File: src/rtl/iobus_arbiter_pkg.sv
// Iobus_arb_pkg: shared types and constants for the I/O bus arbiter.
// Holds the master index type, default outstanding depth, error data.
package Iobus_arb_pkg;

  localparam int MAX_OUTST_DEF = 4;
  localparam logic [31:0] ERR_RDATA = 32'h0000_0000;

  // wide enough for up to 8 masters
  typedef logic [2:0] mst_idx_t;

  // index + 1, wrapping at n
  function automatic mst_idx_t idx_inc(mst_idx_t i, int n);
    logic [3:0] s;
    s = {1'b0, i} + 4'd1;
    if (s >= 4'(n)) s = '0;
    return s[2:0];
  endfunction

endpackage

File: src/rtl/iobus_arbiter_tag_fifo.sv
// iobus_tag_fifo: in-order FIFO of issuing master indices.
// Ports: clk, reset (async low), push/push_tag, pop, full, empty, head, count.
module iobus_tag_fifo
  import Iobus_arb_pkg::*;
#(
  parameter int DEPTH = MAX_OUTST_DEF
) (
  input  logic                   clk,
  input  logic                   reset,
  input  logic                   push,
  input  mst_idx_t               push_tag,
  input  logic                   pop,
  output logic                   full,
  output logic                   empty,
  output mst_idx_t               head,
  output logic [$clog2(DEPTH):0] count
);

  localparam int PW = $clog2(DEPTH);
  localparam int CW = PW + 1;

  mst_idx_t      mem_q [DEPTH];
  logic [PW-1:0] wr_q;
  logic [PW-1:0] rd_q;
  logic [CW-1:0] cnt_q;

  assign count = cnt_q;
  assign full  = (cnt_q == CW'(DEPTH));
  assign empty = (cnt_q == '0);
  assign head  = mem_q[rd_q];

  // depth is a power of two, so pointers wrap on their own
  always_ff @(posedge clk or negedge reset) begin
    if (!reset) begin
      wr_q  <= '0;
      rd_q  <= '0;
      cnt_q <= '0;
      for (int i = 0; i < DEPTH; i++) begin
        mem_q[i] <= '0;
      end
    end else begin
      if (push) begin
        mem_q[wr_q] <= push_tag;
        wr_q        <= wr_q + PW'(1);
      end
      if (pop) begin
        rd_q <= rd_q + PW'(1);
      end
      cnt_q <= cnt_q + CW'(push) - CW'(pop);
    end
  end

endmodule

File: src/rtl/iobus_arbiter.sv
// iobus_arbiter: round-robin N-master arbiter onto one in-order I/O bus.
// Ports: m_* master side, s_* slave side, idle. Option: IOBUS_ARB_TIMEOUT_EN.
module iobus_arbiter
  import Iobus_arb_pkg::*;
#(
  parameter int N_MASTERS   = 2,
  parameter int MAX_OUTST   = MAX_OUTST_DEF,
  parameter int TIMEOUT_CYC = 256
) (
  input  logic                       clk,
  input  logic                       reset,
  input  logic [N_MASTERS-1:0]       m_req,
  input  logic [N_MASTERS-1:0]       m_we,
  input  logic [N_MASTERS-1:0][31:0] m_addr,
  input  logic [N_MASTERS-1:0][31:0] m_wdata,
  output logic [N_MASTERS-1:0]       m_ack,
  output logic [N_MASTERS-1:0]       m_rvalid,
  output logic [31:0]                m_rdata,
  output logic                       m_err,
  output logic                       s_req,
  output logic                       s_we,
  output logic [31:0]                s_addr,
  output logic [31:0]                s_wdata,
  input  logic                       s_ack,
  input  logic                       s_rvalid,
  input  logic [31:0]                s_rdata,
  output logic                       idle
);

  localparam int CW = $clog2(MAX_OUTST) + 1;

  logic                 s_req_q, s_req_d;
  logic                 s_we_q, s_we_d;
  logic [31:0]          s_addr_q, s_addr_d;
  logic [31:0]          s_wdata_q, s_wdata_d;
  mst_idx_t             gnt_q, gnt_d;
  mst_idx_t             rr_q, rr_d;

  logic                 accept;
  logic                 pop_rsp;
  logic                 tmo_fire;
  logic                 pop;
  logic                 push;
  logic                 fifo_full;
  logic                 fifo_empty;
  mst_idx_t             head;
  logic [CW-1:0]        cnt;
  logic [CW-1:0]        cnt_nxt;
  logic [N_MASTERS-1:0] gnt_oh;
  logic [N_MASTERS-1:0] head_oh;

  logic [N_MASTERS-1:0] avail;
  logic [N_MASTERS-1:0] rot;
  mst_idx_t             off;
  logic [3:0]           sum;
  mst_idx_t             pick;
  logic                 pick_we;
  logic [31:0]          pick_addr;
  logic [31:0]          pick_wdata;

  assign accept  = s_req_q & s_ack;
  assign pop_rsp = s_rvalid & ~fifo_empty;
  assign pop     = pop_rsp | tmo_fire;
  assign push    = accept & ~fifo_full;
  assign cnt_nxt = cnt + CW'(accept) - CW'(pop);

  iobus_tag_fifo #(
    .DEPTH (MAX_OUTST)
  ) u_tag_fifo (
    .clk      (clk),
    .reset    (reset),
    .push     (push),
    .push_tag (gnt_q),
    .pop      (pop),
    .full     (fifo_full),
    .empty    (fifo_empty),
    .head     (head),
    .count    (cnt)
  );

`ifdef IOBUS_ARB_TIMEOUT_EN
  localparam int TW = $clog2(TIMEOUT_CYC + 1);

  logic [TW-1:0] tmo_q;

  // counter value k-1 during the k-th waiting cycle
  assign tmo_fire = ~fifo_empty & ~s_rvalid
                  & (tmo_q == TW'(TIMEOUT_CYC - 1));

  always_ff @(posedge clk or negedge reset) begin
    if (!reset) begin
      tmo_q <= '0;
    end else if (fifo_empty || s_rvalid || tmo_fire) begin
      tmo_q <= '0;
    end else begin
      tmo_q <= tmo_q + TW'(1);
    end
  end
`else
  assign tmo_fire = 1'b0;
`endif

  always_comb begin
    gnt_oh  = '0;
    head_oh = '0;
    for (int i = 0; i < N_MASTERS; i++) begin
      gnt_oh[i]  = (gnt_q == mst_idx_t'(i));
      head_oh[i] = (head == mst_idx_t'(i));
    end
  end

  assign m_ack    = accept ? gnt_oh : '0;
  assign m_rvalid = pop ? head_oh : '0;
  assign m_rdata  = pop_rsp ? s_rdata : ERR_RDATA;
  assign m_err    = tmo_fire;

  assign s_req   = s_req_q;
  assign s_we    = s_we_q;
  assign s_addr  = s_addr_q;
  assign s_wdata = s_wdata_q;
  assign idle    = (cnt == '0) & ~s_req_q;

  // Arbitration runs on the edge that frees the bus; the master
  // being accepted is masked since its m_req is still high.
  always_comb begin
    avail = m_req & ~m_ack;
    rr_d  = accept ? idx_inc(gnt_q, N_MASTERS) : rr_q;
    rot   = N_MASTERS'({avail, avail} >> rr_d);
    off   = '0;
    for (int k = N_MASTERS - 1; k >= 0; k--) begin
      if (rot[k]) off = mst_idx_t'(k);
    end
    sum = {1'b0, rr_d} + {1'b0, off};
    if (sum >= 4'(N_MASTERS)) sum = sum - 4'(N_MASTERS);
    pick = sum[2:0];

    pick_we    = 1'b0;
    pick_addr  = '0;
    pick_wdata = '0;
    for (int i = 0; i < N_MASTERS; i++) begin
      if (pick == mst_idx_t'(i)) begin
        pick_we    = m_we[i];
        pick_addr  = m_addr[i];
        pick_wdata = m_wdata[i];
      end
    end

    s_req_d   = s_req_q;
    gnt_d     = gnt_q;
    s_we_d    = s_we_q;
    s_addr_d  = s_addr_q;
    s_wdata_d = s_wdata_q;
    if (!s_req_q || s_ack) begin
      s_req_d = 1'b0;
      if ((|avail) && (cnt_nxt < CW'(MAX_OUTST))) begin
        s_req_d   = 1'b1;
        gnt_d     = pick;
        s_we_d    = pick_we;
        s_addr_d  = pick_addr;
        s_wdata_d = pick_wdata;
      end
    end
  end

  always_ff @(posedge clk or negedge reset) begin
    if (!reset) begin
      s_req_q   <= 1'b0;
      s_we_q    <= 1'b0;
      s_addr_q  <= '0;
      s_wdata_q <= '0;
      gnt_q     <= '0;
      rr_q      <= '0;
    end else begin
      s_req_q   <= s_req_d;
      s_we_q    <= s_we_d;
      s_addr_q  <= s_addr_d;
      s_wdata_q <= s_wdata_d;
      gnt_q     <= gnt_d;
      rr_q      <= rr_d;
    end
  end

endmodule

File: config.mk
export PLATFORM = sky130hd
export DESIGN_NAME = iobus_arbiter
export DESIGN_NICKNAME = d
export VERILOG_FILES = /design/src/rtl/iobus_arbiter_pkg.sv /design/src/rtl/iobus_arbiter_tag_fifo.sv /design/src/rtl/iobus_arbiter.sv
export SDC_FILE = /design/constraint.sdc
export NUM_CORES = 1
export LEC_CHECK = 0
export ABC_AREA = 1
export CAP_MARGIN = 20
export CORE_MARGIN = 8
export CORE_UTILIZATION = 36
export CTS_CLUSTER_SIZE = 24
export DETAILED_ROUTE_END_ITERATION = 8
export PLACE_DENSITY = 0.85
export SLEW_MARGIN = 25
export SYNTH_ARGS = -nofsm -noshare
export SYNTH_HDL_FRONTEND = slang
export SYNTH_SLANG_ARGS = --single-unit
File: constraint.sdc
create_clock -name clk -period 2.25 [get_ports clk]
set_input_delay 0.5625 -clock clk [delete_from_list [all_inputs] [get_ports clk]]
set_output_delay 0.5625 -clock clk [all_outputs]
set_load 0.02 [all_outputs]
; Word-level counts from Yosys, hierarchy flattened
; Index checks and enable logic that the tools add are counted.
[op_classes]
n_addsub = 9
n_lt_le_gt_ge = 6
n_eq_ne = 4
n_shift = 1
muxes = 21
bitwise_logic = 11
reduce_logical = 10
[op_table]
columns = cell, count
row1 = 32-bit two-way mux, 5
row2 = 3-bit two-way mux, 6
row3 = 12-bit bitwise mux, 1
row4 = 3-bit logical NOT, 4
row5 = 3-bit by 1-bit == test with 1-bit output (second input constant), 3
row6 = 4-bit by 2-bit greater-or-equal comparator with 1-bit output (second input constant), 2
row7 = 3-bit by 1-bit adder with 3-bit output, 2
row8 = 3-bit binary-select mux with 2-bit select, 1
row9 = 3-bit demux with 2-bit select, 1
row10 = 3-bit greater-or-equal comparator (second input constant), 2
row11 = 2-bit inverter with 3-bit output, 2
row12 = 3-bit by 1-bit subtractor with 3-bit output, 2
row13 = 1-bit two-way mux, 5
row14 = 2-bit by 1-bit adder with 2-bit output (second input constant), 2
row15 = 3-bit by 1-bit adder with 4-bit output, 1
row16 = 3-bit by 1-bit adder with 4-bit output (second input constant), 1
row17 = 1-bit bitwise AND, 4
row18 = 2-bit two-way mux, 2
row19 = 4-bit by 3-bit right shift with 2-bit output, 1
row20 = 3-bit == test (second input constant), 1
row21 = 3-bit by 1-bit < comparator with 1-bit output (second input constant), 1
row22 = 3-bit < comparator (second input constant), 1
row23 = 1-bit inverter, 3
row24 = 3-bit by 2-bit subtractor with 3-bit output (second input constant), 1
row25 = 7 further kinds, 8
[word_totals]
register_bits = 91
output_inout_bits = 104
wordCells = 75

; Longest topological paths before layout
; Gate-level depths: netlist of the first run.
[depth]
depth_word = 13
ltp_mapped = 17
ltp_nobuf = 15

; Hierarchy
; Synthesis of the first run repeated with hierarchy kept, for this count alone.
[hier_totals]
cells_unflattened = 768
hier_area_um2 = 5444.0
[modules_own_cells]
columns = mod, n_inst, cells_each, area_per_inst_um2, seq_area_each_um2
row1 = iobus_arbiter, 1, 652, 4489.3, 1801.7
row2 = iobus_tag_fifo, 1, 116, 954.7, 475.5

; Worst setup path after synthesis of the first run
; OpenSTA, ideal clock, no wires.
[synth_path]
path_kind = flip-flop to flip-flop
startpoint = register u_tag_fifo.cnt_q[1] (netlist: u_tag_fifo.count[1])
endpoint = register s_wdata_q[10] (netlist: s_wdata[10])
setup_time_ns = 0.117
arrival_ns = 2.332
required_ns = 2.133
setup_slack_ns = -0.199
stages_incl_launch_ff = 18
path_buffers = 2
period_less_slack_ns = 2.449
cell_sequence = dfrtp_1 nor2_1 nand2_1 nand2_1 inv_1 ha_1 inv_1 ha_1 nand2_1 nor2_1 o21bai_1 nand3_1 a21oi_2 inv_2 buf_2 buf_2 nand2_1 nand2_1
[synth_via]
elab_chain_cells = 7
word_cells_on_any_way = 8
cone_classes = add/sub: 2 / order compare: 1 / bitwise: 2 / reduce/logical: 3
[synth_lines]
columns = element, line
row1 = "start, declared", iobus_arbiter_tag_fifo.sv:25  ; logic [CW-1:0] cnt_q;
row2 = "start signal, assigned", iobus_arbiter_tag_fifo.sv:49  ; cnt_q <= cnt_q + CW'(push) - CW'(pop);
row3 = 3-bit logical NOT, iobus_arbiter_tag_fifo.sv:29  ; assign empty = (cnt_q == '0);
row4 = 1-bit inverter, iobus_arbiter.sv:62  ; assign pop_rsp = s_rvalid & ~fifo_empty;
row5 = 1-bit bitwise AND, iobus_arbiter.sv:62
row6 = via pop, iobus_arbiter.sv:42  ; logic pop;
row7 = 3-bit by 1-bit subtractor with 3-bit output, iobus_arbiter.sv:65  ; assign cnt_nxt = cnt + CW'(accept) - CW'(pop);
row8 = 3-bit < comparator, iobus_arbiter.sv:155  ; if ((|avail) && (cnt_nxt < CW'(MAX_OUTST))) begin
row9 = 1-bit logical AND, iobus_arbiter.sv:155
row10 = 2-bit AND reduction (no source line), -
row11 = "end signal, assigned", iobus_arbiter.sv:177  ; s_wdata_q <= s_wdata_d;
row12 = "end, declared", iobus_arbiter.sv:35  ; logic [31:0] s_wdata_q, s_wdata_d;
; The timed path passes the listed nets, and every way through them passes these cells.
; A chain may end at the register's enable or synchronous reset.

; Worst setup path in the final report of the first run
[layout_path]
startpoint = register u_tag_fifo.cnt_q[2] (netlist: u_tag_fifo.count[2])
endpoint = register s_addr_q[15] (netlist: s_addr[15])
[layout_via]
elab_chain_cells = 7
word_cells_on_any_way = 8
cone_classes = add/sub: 2 / order compare: 1 / bitwise: 2 / reduce/logical: 3
[layout_lines]
columns = element, line
row1 = 3-bit logical NOT, iobus_arbiter_tag_fifo.sv:29
row2 = 1-bit inverter, iobus_arbiter.sv:62
row3 = 1-bit bitwise AND, iobus_arbiter.sv:62
row4 = via pop, iobus_arbiter.sv:42
row5 = 3-bit by 1-bit subtractor with 3-bit output, iobus_arbiter.sv:65
row6 = 3-bit < comparator, iobus_arbiter.sv:155
row7 = 1-bit logical AND, iobus_arbiter.sv:155
row8 = 2-bit AND reduction (no source line), -
row9 = "end signal, assigned", iobus_arbiter.sv:176  ; s_addr_q <= s_addr_d;
row10 = "end, declared", iobus_arbiter.sv:34  ; logic [31:0] s_addr_q, s_addr_d;
; The timed path passes the listed nets, and every way through them passes these cells.

==> impl_metrics.py, run 1 <==
metrics = {
    "run_status": {
        "status": "finished, violations left",
        "violations": "setup timing",
    },
    "drt": {
        "drt-total-wl_um": 20600,
        "viasPerCell": 4.92,
        "drtIter0Drc": 381,
        "post_drt_wl_per_cell_um": 17.0,
        "vias": 5959,
        "drc": 0,
        "ant_nets": 0,
        "firstDrtPassIters": 4,
    },
    "grt": {
        "grt_pass1_vias": 5907,
        "grt-ovfl-total": 0,
        "grt_pass1_wl_um": 29800,
        "grt_antenna_before_repair": 0,
        "track_usage_pct": 20.3,
        "grt_max_degree": 56,
    },
    "clocking": {
        "htreeDepth": 3,
        "cts.sinks": 91,
        "cts.path.max_buffers": 2,
        "cts_inserted_buffers": 9,
        "clk_latency_ps": 340,
        "clk_pin_slew_ps": 70,
        "cts_tree": "built",
        "root_buffer": "clkbuf_16",
    },
    "run": {
        "max_cap_viol_count": 0,
    },
    "floorplanning": {
        "die_height_um": 136,
        "rows": 44,
        "dieArea_um2": 18600,
        "die_w_um": 136,
        "ioPinCount": 272,
        "initial_utilization_pct": 36.3,
        "coreArea_um2": 14400,
    },
    "setup_path": {
        "critical_path.most_common_cell": "nand2_1",
        "crit_chain": "nor2_1 -> nand2_1 -> nand2_2 -> inv_2 -> ha_4 -> inv_2 -> ha_4 -> nand2_4 -> nor2_2 -> o21bai_1 -> nand3_2 -> a21oi_4 -> buf_6 -> buf_6 -> buf_12 -> nand2_1 -> nand2_1",
        "start_kind": "flop",
        "required_ps": 2530,
        "cp_max_fo": 8,
        "crit_type": "reg -> reg",
        "worst_ep_arrival_time_ps": 2600,
        "cpMaxStageDelayCell": "dfrtp_1",
        "max_stage_delay_ps": 390,
        "end_kind": "flop",
    },
    "synth": {
        "avgSynthCellArea_um2": 7.09,
        "ys_types": 29,
        "postSynthNetCount": 915,
        "netlist_instances": 736,
        "mappedNetlistArea_um2": 5220,
        "synth.top_cell.area_share_pct": 43.6,
        "ys_seq_area_share_pct": 43.6,
        "ys_ff_latch": 91,
        "synth_top_area_cell": "dfrtp_1",
        "yosysMostFrequentCell": "nand2_1",
        "yosysWarnings": 0,
        "ys.flop_type": "dfrtp_1",
        "yosys-top-cells-count": "296 x nand2_1, 91 x dfrtp_1, 70 x nand3_1, 65 x nand4_1, 56 x inv_1",
        "synth_edf_count": 0,
        "synth.area.top_cells": "dfrtp_1 44%, nand2_1 21%, nand4_1 7.8%",
        "async_flop_share_pct": 100,
    },
    "timing": {
        "worst_slew_pin_slew_ps": 614,
        "skew_ps": 8.22,
        "grt_setup_unrepaired": "true",
        "fin_tns_setup_ps": -2150,
        "timing.fmax_mhz": 432,
        "slew_headroom_pct": 59.1,
        "setup_viol": 66,
        "fin_crit_ps": 2320,
        "slew_viol_final": 0,
        "fin_ws_ps": -66.4,
        "hold_viol": 0,
        "finalCritPeriodShare_pct": 103,
    },
    "worst_hold_path": {
        "hold_class": "in -> async",
    },
    "place": {
        "hpwl_um": 14200,
        "dpl_cell_area_um2": 8320,
        "place.gp.congestion": 0.777,
        "post-place-ws_ps": -545,
        "io_buffers": 270,
        "dp_cells": 1174,
    },
    "power": {
        "powerDensity_nw_per_um2": 1460,
        "leakage_nw": 4.62,
        "irDropWorstVdd_mv": 0.824,
    },
    "cells_and_area": {
        "drive_above_1_share_pct": 15.9,
        "antennaDiodeCount": 0,
        "final_area_um2": 9270,
        "nets": 1203,
        "area_growth_pct": 77.5,
        "fin_cells": 1212,
    },
}
## cells by family (layout without fill, tap and decap cells)
| group | count (synthesis) | count (layout) | synth area share [%] |
|---|---|---|---|
| buffers and inverters | 112 | 404 | 9.30 |
| DFF | 91 | 91 | 43.6 |
| xor gates and xnor gates | 4 | 4 | 0.671 |
| AOI/OAI and AO/OA | 27 | 27 | 3.19 |
| other | 1 | 1 | 0.0718 |
| and+or+nand+nor | 490 | 490 | 40.4 |
| adders and majority gates | 11 | 11 | 2.78 |
## what timing repair did
| item | in CTS | in global routing |
|---|---|---|
| cloned | 3 | 10 |
| hold buffers | 0 | 0 |
| pin swaps | 4 | 17 |
| gates resized for setup | 119 | 63 |
| setup endpoints to repair | 105 | 81 |
| setup buffers | 5 | 5 |
## path summary, 6_finish.rpt
| path | start | end | slack, ps | cells past startpoint |
|---|---|---|---|---|
| max | u_tag_fifo.count[2] | s_addr[15] | -70 | 17 |
| min | reset | s_wdata[10] | 300 | 2 |
| max reg2reg | u_tag_fifo.count[2] | s_addr[15] | -70 | 17 |
| min reg2reg | s_wdata[13] | s_wdata[13] | 470 | 2 |
| max in group asynchronous | reset | s_addr[16] | 1500 | 2 |
| min in group clk | s_wdata[13] | s_wdata[13] | 470 | 2 |
## sequential cells by signal (all words and copies together) (netlist names)
| register | cells |
|---|---|
| u_tag_fifo.rd_q | 2 |
| rr_q | 3 |
| s_req | 1 |
| gnt_q | 3 |
| u_tag_fifo.mem_q | 12 |
| s_addr | 32 |
| s_wdata | 32 |
| u_tag_fifo.wr_q | 2 |
| s_we | 1 |
| u_tag_fifo.count | 3 |
## final cells by class
cell class	instances	area, µm²
Fill cell	1225	5100
Timing Repair Buffer	330	3560
Multi-Input combinational cell	533	2670
Sequential cell	91	2280
Clock buffer	13	260
Inverter	59	231
Tap cell	184	230
Clock inverter	2	35.0
## layout by cell type (no fill, tap or decap), types with 2 or more instances in the layout
cell             instances
o21bai_1                 2
clkbuf_2                 2
a21oi_1                  2
ha_4                     2
inv_2                    3
buf_4                   30
nor2_2                   3
xor2_1                   2
nand2_1                262
buf_6                    6
buf_2                    2
dlygate4sd2_1            2
buf_12                  11
o21ai_0                 16
inv_1                   54
clkbuf_16               17
nand2_4                 11
clkbuf_1                 2
ha_1                     8
clkdlybuf4s15_2         32
buf_8                    2
nand3_1                 69
nor2_1                  49
clkdlybuf4s50_1        231
xnor2_1                  2
o31ai_1                  2
clkbuf_8                 2
nand2_2                 26
nand4_1                 65
buf_16                   4
dfrtp_1                 91
## routing by layer
layer | wire length (µm) | GRT usage, %
met1 | 8200 | 22.3
met2 | 10700 | 36.1
met3 | 1400 | 7.69
met4 | 340 | 4.76
met5 | 0 | 0
## worst max-delay path: cells and delay by family, from the launching register on
kind | cells | cell delay, ps
simple gates | 8 | 650
compound gates | 2 | 310
buf+inv | 5 | 540
flops | 1 | 390
fa+ha+maj | 2 | 340
## through the flow
| step | utilization, % | power, mW | hold WS (ps) |
|---|---|---|---|
| 3_5_place_dp | 57.9 | 10.0 | 457 |
| 4_1_cts | 61.2 | 12.1 | 312 |
| 2_1_floorplan | - | 7.03 | 267 |
| 5_1_grt | 64.5 | 14.5 | 348 |
| 6_report | 64.5 | 13.5 | 298 |
| 3_3_place_gp | 57.9 | 9.84 | 453 |
## power breakdown
group / internal, mW / leakage (nW) / switching (mW)
sequential: 2.41 / 1.15 / 0.439
combinational: 4.21 / 3.33 / 4.95
clock: 0.915 / 0.146 / 0.611
Note: power is estimated with default switching activity, not from simulation.
==> run 2, diff against run 1 <==
CORE_UTILIZATION = 40   (was 36)
DONT_BUFFER_PORTS = 1   (was not set)
PLACE_DENSITY = 0.64   (was 0.85)
SLEW_MARGIN = 20   (was 25)
==> impl_metrics.py, run 2 (synthesis results as in run 1) <==
metrics = {
    "setup_path": {
        "crit_type": "reg -> reg",
        "worst_ep_arrival_time_ps": 2490,
        "end_kind": "flop",
        "timing.rr.end": "s_wdata[12]",
        "r2r-start": "u_tag_fifo.count[2]",
        "start_kind": "flop",
        "cp_max_fo": 36,
        "required_ps": 2470,
        "ff2ff_setup_slack_ps": -30,
        "reg2regPathDepth": 16,
    },
    "cells_and_area": {
        "antennaDiodeCount": 0,
        "nets": 900,
        "nFillCells": 1289,
        "post-route-util_pct": 46.5,
        "drive_above_1_share_pct": 8.40,
        "area_growth_pct": 12.7,
        "final_area_um2": 5890,
        "final_cell_mix": "294 x nand2_1, 91 x dfrtp_1, 67 x nand3_1",
        "fin_cells": 898,
        "final_common_cell": "nand2_1",
    },
    "clocking": {
        "cts_inserted_buffers": 9,
        "cts.path.max_buffers": 2,
        "clk_latency_ps": 330,
        "htreeDepth": 3,
        "cts_tree": "built",
        "cts.sinks": 91,
        "root_buffer": "clkbuf_16",
        "clk_pin_slew_ps": 60,
    },
    "drt": {
        "ant_nets": 0,
        "vias": 4781,
        "drc": 0,
        "post_drt_wl_per_cell_um": 17.4,
        "drtIter0Drc": 314,
        "firstDrtPassIters": 4,
        "viasPerCell": 5.32,
        "drt-total-wl_um": 15600,
    },
    "timing": {
        "fin_tns_setup_ps": -304,
        "worst_slew_pin_slew_ps": 544,
        "setup_viol": 28,
        "holdWs_ps": -81.1,
        "fin_crit_ps": 2280,
        "fin_ws_ps": -25.5,
        "timing.fmax_mhz": 439,
        "slew_viol_final": 0,
        "slew_headroom_pct": 63.7,
        "grt_setup_unrepaired": "true",
        "finalCritPeriodShare_pct": 101,
        "skew_ps": 5.17,
        "hold_viol": 91,
    },
    "grt": {
        "grt-ovfl-total": 0,
        "track_usage_pct": 17.5,
        "grt_pass1_vias": 4788,
        "grt_pass1_wl_um": 23500,
        "grt_max_degree": 92,
        "grt_antenna_before_repair": 0,
    },
    "floorplanning": {
        "rows": 41,
        "coreArea_um2": 12700,
        "die_height_um": 130,
        "dieArea_um2": 17000,
        "initial_utilization_pct": 41.2,
        "ioPinCount": 272,
        "die_w_um": 130,
    },
    "place": {
        "dp_cells": 877,
        "hpwl_um": 11500,
        "io_buffers": 0,
        "post-place-ws_ps": -14.3,
        "dpl_cell_area_um2": 5460,
        "place.gp.congestion": 0.840,
    },
    "run_status": {
        "violations": "hold timing, setup timing",
        "status": "finished, violations left",
    },
    "power": {
        "powerDensity_nw_per_um2": 1720,
        "leakage_nw": 3.22,
        "irDropWorstVdd_mv": 0.653,
    },
    "run": {
        "max_cap_viol_count": 0,
    },
    "worst_hold_path": {
        "hold_class": "in -> async",
    },
}
==> run 2: cell count changes in the layout (fill, tap and decap cells not counted), moves of 4 or more <==
cell,before,now
buf_12,11,7
nand2_1,262,294
clkdlybuf4s15_2,32,0
nand2_2,26,6
clkdlybuf4s50_1,231,0
clkbuf_16,17,10
nand2_4,11,0
buf_6,6,1
buf_4,30,17
==> run 2: power by group <==
group / internal (mW) / leakage (nW) / switching, mW
sequential: 2.40 / 1.15 / 1.25
clock: 1.03 / 0.159 / 0.600
combinational: 1.80 / 1.91 / 3.02
==> run 2: per-layer routing <==
metal	routed length (µm)	track usage [%]	vias up
met5	0	0	-
met4	244	6.49	0
met3	1500	5.79	16
met2	7520	29.4	215
met1	6330	20.5	2225
li1	-	-	2325
==> run 2: critical path: stages, from the launching register on <==
cell,delay (ps)
dfrtp_1,380
nor2_1,100
nand2_1,80
nand2_2,80
inv_2,60
ha_4,160
inv_2,60
ha_4,190
nand2_2,60
nor2_1,40
o21bai_1,170
nand3_2,130
a21oi_4,230
inv_2,100
buf_12,180
nand2_1,70
nand2_1,50
==> run 2: stage by stage <==
| step | total power, mW | hold WS [ps] |
|---|---|---|
| finish | 10.1 | -81.1 |
| global route | 11.0 | -101 |
| CTS | 10.1 | -101 |
| detailed placement | 8.24 | 270 |
| global placement | 8.07 | 270 |
| floorplan | 7.03 | 267 |
==> run 2: final cells by class <==
class,instances,area (µm²),area share [%]
clock buffers,12,256,4.36
clock inverters,4,72.6,1.23
inverters,59,223,3.78
multi-input cells,533,2510,42.7
flip-flops and latches,91,2280,38.7
well taps,172,215,3.66
repair buffers,27,332,5.63
==> run 2: worst max-delay path by stage <==
| stage | cells past startpoint | from | slack [ps] | endpoint |
|---|---|---|---|---|
| floorplan | 17 | u_tag_fifo.count[1] | -5 | s_addr[22] |
| CTS | 16 | u_tag_fifo.count[2] | -10 | gnt_q[0] |
| finish | 16 | u_tag_fifo.count[2] | -30 | s_wdata[12] |
| global placement | 13 | s_rvalid | 30 | s_addr[15] |
| global route | 16 | u_tag_fifo.count[2] | -200 | s_wdata[20] |
| detailed placement | 12 | s_rvalid | -10 | gnt_q[1] |
==> run 2: repair_timing <==
item	in CTS	in global routing
pin swaps	3	2
buffers inserted	2	1
setup endpoints to repair	35	69
resized for setup	3	5
endpoints found under the hold margin	91	91
gates cloned	1	1
==> RTL edit 1 (settings of run 2) <==
`s_addr_q` and `s_wdata_q` no longer have a reset.
--- a/src/rtl/iobus_arbiter.sv
+++ b/src/rtl/iobus_arbiter.sv
@@ -167,6 +167,4 @@
       s_req_q   <= 1'b0;
       s_we_q    <= 1'b0;
-      s_addr_q  <= '0;
-      s_wdata_q <= '0;
       gnt_q     <= '0;
       rr_q      <= '0;
@@ -174,6 +172,4 @@
       s_req_q   <= s_req_d;
       s_we_q    <= s_we_d;
-      s_addr_q  <= s_addr_d;
-      s_wdata_q <= s_wdata_d;
       gnt_q     <= gnt_d;
       rr_q      <= rr_d;
@@ -181,4 +177,9 @@
   end
 
+  always_ff @(posedge clk) begin
+    s_addr_q  <= s_addr_d;
+    s_wdata_q <= s_wdata_d;
+  end
+
 endmodule
 
Function: changed (a bounded check fails within 4 cycles, from zero or initial values and one cycle with reset low).
==> RTL edit 1 against run 2 <==
- the run ends with setup timing left
- sequential cell count stayed put
- cell count is 21% lower
- cell area is 3.6% lower
- clock skew is 0.0015 ns lower
- sequential share of layout area is 7.1 points higher
- first-iteration DRC count is 17% lower
- synthesized area is 3.7% lower
- fmax is 0.49% higher
- total power is 4.9% lower
- clock power is 9% lower
- count of clock-buffer cells in the layout is 3 lower
- wire length is 9.0% lower
- worst setup slack better by 0.011 ns
- largest power group is now registers
==> RTL edit 1: results <==
<?xml version="1.0" encoding="UTF-8"?>
<metrics>
  <group name="global_route">
    <metric name="gr-usage-met3" unit="">0.0653</metric>
    <metric name="grt_max_degree" unit="">91</metric>
    <metric name="gr-usage-all-layers" unit="">0.162</metric>
    <metric name="grtUsageMet1" unit="">0.182</metric>
    <metric name="grt.met2_usage" unit="">0.262</metric>
    <metric name="grt_pass1_wl" unit="um">20600</metric>
    <metric name="grt_antenna_before_repair" unit="">0</metric>
  </group>
  <group name="routing">
    <metric name="drtPass1Iterations" unit="">5</metric>
    <metric name="routed_wire_length_per_instance" unit="um">20.0</metric>
    <metric name="via_count" unit="">3774</metric>
    <metric name="met2_length" unit="um">6700</metric>
    <metric name="met3_wirelength" unit="um">1520</metric>
  </group>
  <group name="cells_and_area">
    <metric name="drive_above_1_share" unit="">0.220</metric>
    <metric name="area.sequential" unit="mm^2">0.00260</metric>
    <metric name="finalNetCount" unit="">711</metric>
  </group>
  <group name="status">
    <metric name="violations" unit="">setup timing</metric>
    <metric name="status" unit="">finished with violations</metric>
  </group>
  <group name="critical_path">
    <metric name="critical_path.endpoint" unit="">s_wdata[2]</metric>
    <metric name="worstPathArrival" unit="ns">2.32</metric>
    <metric name="worstPathMaxFanout" unit="">18</metric>
    <metric name="worstRegToRegCells" unit="">14</metric>
  </group>
  <group name="synth">
    <metric name="synth-edff-count" unit="">64</metric>
    <metric name="synth.cells.most_frequent" unit="">nand2_1 (103), nand3_1 (83), edfxtp_1 (64)</metric>
    <metric name="syn-instance-count" unit="">524</metric>
    <metric name="top_cells_by_area_synth" unit="">edfxtp_1 (38%), dfrtp_1 (13%), nand3_2 (10%), nand3_1 (8.3%), nand2_1 (7.7%)</metric>
    <metric name="synth_cell_types" unit="">34</metric>
    <metric name="synth_largest_type_area_fraction" unit="">0.382</metric>
    <metric name="postSynth.asyncResetShare" unit="">0.297</metric>
    <metric name="syn_nets" unit="">703</metric>
  </group>
  <group name="die">
    <metric name="floorplan.die.width" unit="um">128</metric>
  </group>
  <group name="placed_design">
    <metric name="gp_congestion" unit="">0.874</metric>
    <metric name="dpl_worst_slack" unit="ns">-0.0364</metric>
    <metric name="placed_cells" unit="">684</metric>
    <metric name="dp_hpwl" unit="um">10500</metric>
    <metric name="placed_cell_area" unit="mm^2">0.00523</metric>
  </group>
  <group name="pwr">
    <metric name="intPower" unit="W">0.00533</metric>
    <metric name="pwr.group.clock" unit="W">0.00148</metric>
    <metric name="vdd_drop_max" unit="mV">0.602</metric>
    <metric name="leakage" unit="nW">2.57</metric>
  </group>
  <group name="sta">
    <metric name="setup_ws" unit="ns">-0.0143</metric>
    <metric name="fin_worst_hold_slack" unit="ns">0.0383</metric>
    <metric name="worstMarginPinSlew" unit="ns">0.511</metric>
    <metric name="clock_skew" unit="ns">0.00362</metric>
    <metric name="setup_total_negative_slack" unit="ns">-0.270</metric>
    <metric name="report.final.setup_viol" unit="">33</metric>
  </group>
</metrics>
==> RTL edit 1: what timing repair did <==
| item | in CTS | in global routing |
|---|---|---|
| endpoints found under the hold margin | 27 | 0 |
| gates resized for setup | 2 | 9 |
| pin swaps | 1 | 2 |
| setup endpoints to repair | 65 | 129 |
| gates cloned | 1 | 3 |
| hold buffers | 1 | 0 |
| setup buffers | 2 | 3 |
==> RTL edit 1: cell families (layout without fill, tap and decap cells) <==
logic type	after synthesis	in the layout	share of synthesized area
AO/OA/AOI/OAI	27	27	0.0331
AND/OR/NAND/NOR	298	298	0.315
adder cells (fa/ha/maj)	11	11	0.0289
other	1	1	0.000746
XOR/XNOR	4	4	0.00697
buffers and inverters	92	105	0.0990
flip-flops	91	91	0.517
==> RTL edit 1: final cells by class <==
class | instances | area share
clock buffer | 9 | 0.0397
clock inverter | 7 | 0.0119
inverter | 60 | 0.0404
multi-input combinational | 341 | 0.350
sequential | 91 | 0.458
tap | 172 | 0.0379
timing repair buffer | 29 | 0.0620
==> RTL edit 2 (settings of run 2) <==
Made on the original files. Build with the macro `IOBUS_ARB_TIMEOUT_EN` defined.
--- a/src/rtl/iobus_arbiter.sv
+++ b/src/rtl/iobus_arbiter.sv
@@ -1,4 +1,6 @@
 // iobus_arbiter: round-robin N-master arbiter onto one in-order I/O bus.
 // Ports: m_* master side, s_* slave side, idle. Option: IOBUS_ARB_TIMEOUT_EN.
+`define IOBUS_ARB_TIMEOUT_EN
+
 module iobus_arbiter
   import Iobus_arb_pkg::*;
Behaviour: no difference found for any inputs over 4 cycles, from zero or initial values and one cycle with reset low; that may be too few to reach the edited logic, so the function may still have changed.
==> RTL edit 2 against run 2 <==
- the flow still finishes with violations (hold timing, setup timing)
- cell area is 31% higher
- wire length is 24% higher
- first-iteration DRC count is 69% higher
- sequential cell count is 9 higher
- synthesized area is 12% higher
- die area is 10% higher
- total power is 27% higher
- worst setup slack worse by 0.61 ns
- utilization is 7.4 points higher
- fmax is 21% lower
- via count is 19% higher
- largest cell class unchanged
==> RTL edit 2: results <==
<?xml version="1.0" encoding="UTF-8"?>
<metrics>
  <group name="critical_path">
    <metric name="worstPathMaxFanout" unit="">11</metric>
    <metric name="r2r_end" unit="">s_addr[23]</metric>
    <metric name="worstRegToRegCells" unit="">22</metric>
  </group>
  <group name="status">
    <metric name="status" unit="">finished with violations</metric>
    <metric name="violations" unit="">hold timing, setup timing</metric>
  </group>
  <group name="routing">
    <metric name="met3_wirelength" unit="um">1490</metric>
    <metric name="route.layer.met1.wl" unit="um">7710</metric>
    <metric name="dr.first_iter.drc_count" unit="">530</metric>
    <metric name="met2_length" unit="um">9730</metric>
    <metric name="via_count" unit="">5671</metric>
  </group>
  <group name="global_route">
    <metric name="grt_pass1_wl" unit="um">27400</metric>
    <metric name="grtUsageMet1" unit="">0.234</metric>
    <metric name="gr-usage-met3" unit="">0.0474</metric>
    <metric name="gr-usage-all-layers" unit="">0.186</metric>
    <metric name="grt.met2_usage" unit="">0.300</metric>
    <metric name="grt_max_degree" unit="">101</metric>
  </group>
  <group name="placed_design">
    <metric name="placed_cells" unit="">1009</metric>
    <metric name="dp_hpwl" unit="um">12800</metric>
    <metric name="placed_cell_area" unit="mm^2">0.00663</metric>
    <metric name="gp_congestion" unit="">0.788</metric>
    <metric name="dpl_worst_slack" unit="ns">-0.614</metric>
  </group>
  <group name="sta">
    <metric name="setup_ws" unit="ns">-0.636</metric>
    <metric name="report.final.setup_viol" unit="">106</metric>
    <metric name="fin_worst_hold_slack" unit="ns">-0.0818</metric>
    <metric name="clock_skew" unit="ns">0.0102</metric>
    <metric name="setup_total_negative_slack" unit="ns">-49.43</metric>
    <metric name="report.final.hold_viol_count" unit="">100</metric>
  </group>
  <group name="synth">
    <metric name="syn_nets" unit="">974</metric>
    <metric name="yosys.area_share.adder" unit="">0.0313</metric>
    <metric name="synth_compound_gate_area_share" unit="">0.0283</metric>
    <metric name="yosys.area_share.xor_xnor" unit="">0.0107</metric>
    <metric name="syn-instance-count" unit="">792</metric>
    <metric name="top_cells_by_area_synth" unit="">dfrtp_1 (43%), nand2_1 (19%), nand4_1 (14%), inv_1 (4.2%), nor2_1 (3.5%)</metric>
  </group>
  <group name="pwr">
    <metric name="vdd_drop_max" unit="mV">0.995</metric>
  </group>
  <group name="cells_and_area">
    <metric name="fill_cells" unit="">1330</metric>
    <metric name="drive_above_1_share" unit="">0.237</metric>
  </group>
</metrics>
[RTL edit 2: changes by cell type after synthesis, sizes merged, moves of 8 or more]
| cell | run 2 | this run |
|---|---|---|
| inv | 59 | 69 |
| nor2 | 52 | 60 |
| dfrtp | 91 | 100 |
| nand3 | 71 | 7 |
| nand4 | 65 | 132 |
| buf | 33 | 43 |
[RTL edit 2: final cells by class]
cell class / instances / share of cell area
Inverter: 69 / 0.0348
Tap cell: 184 / 0.0298
Timing Repair Buffer: 120 / 0.177
Clock buffer: 10 / 0.0309
Clock inverter: 5 / 0.00680
Sequential cell: 100 / 0.324
Multi-Input combinational cell: 564 / 0.398
[RTL edit 2: power by group through the flow]
stage / combinational (W) / sequential (W) / clock, W
floorplan: 0.00436 / 0.00370 / 0
global placement: 0.00586 / 0.00391 / 0
detailed placement: 0.00598 / 0.00390 / 0
CTS: 0.00643 / 0.00389 / 0.00159
global route: 0.00821 / 0.00398 / 0.00166
finish: 0.00738 / 0.00389 / 0.00155
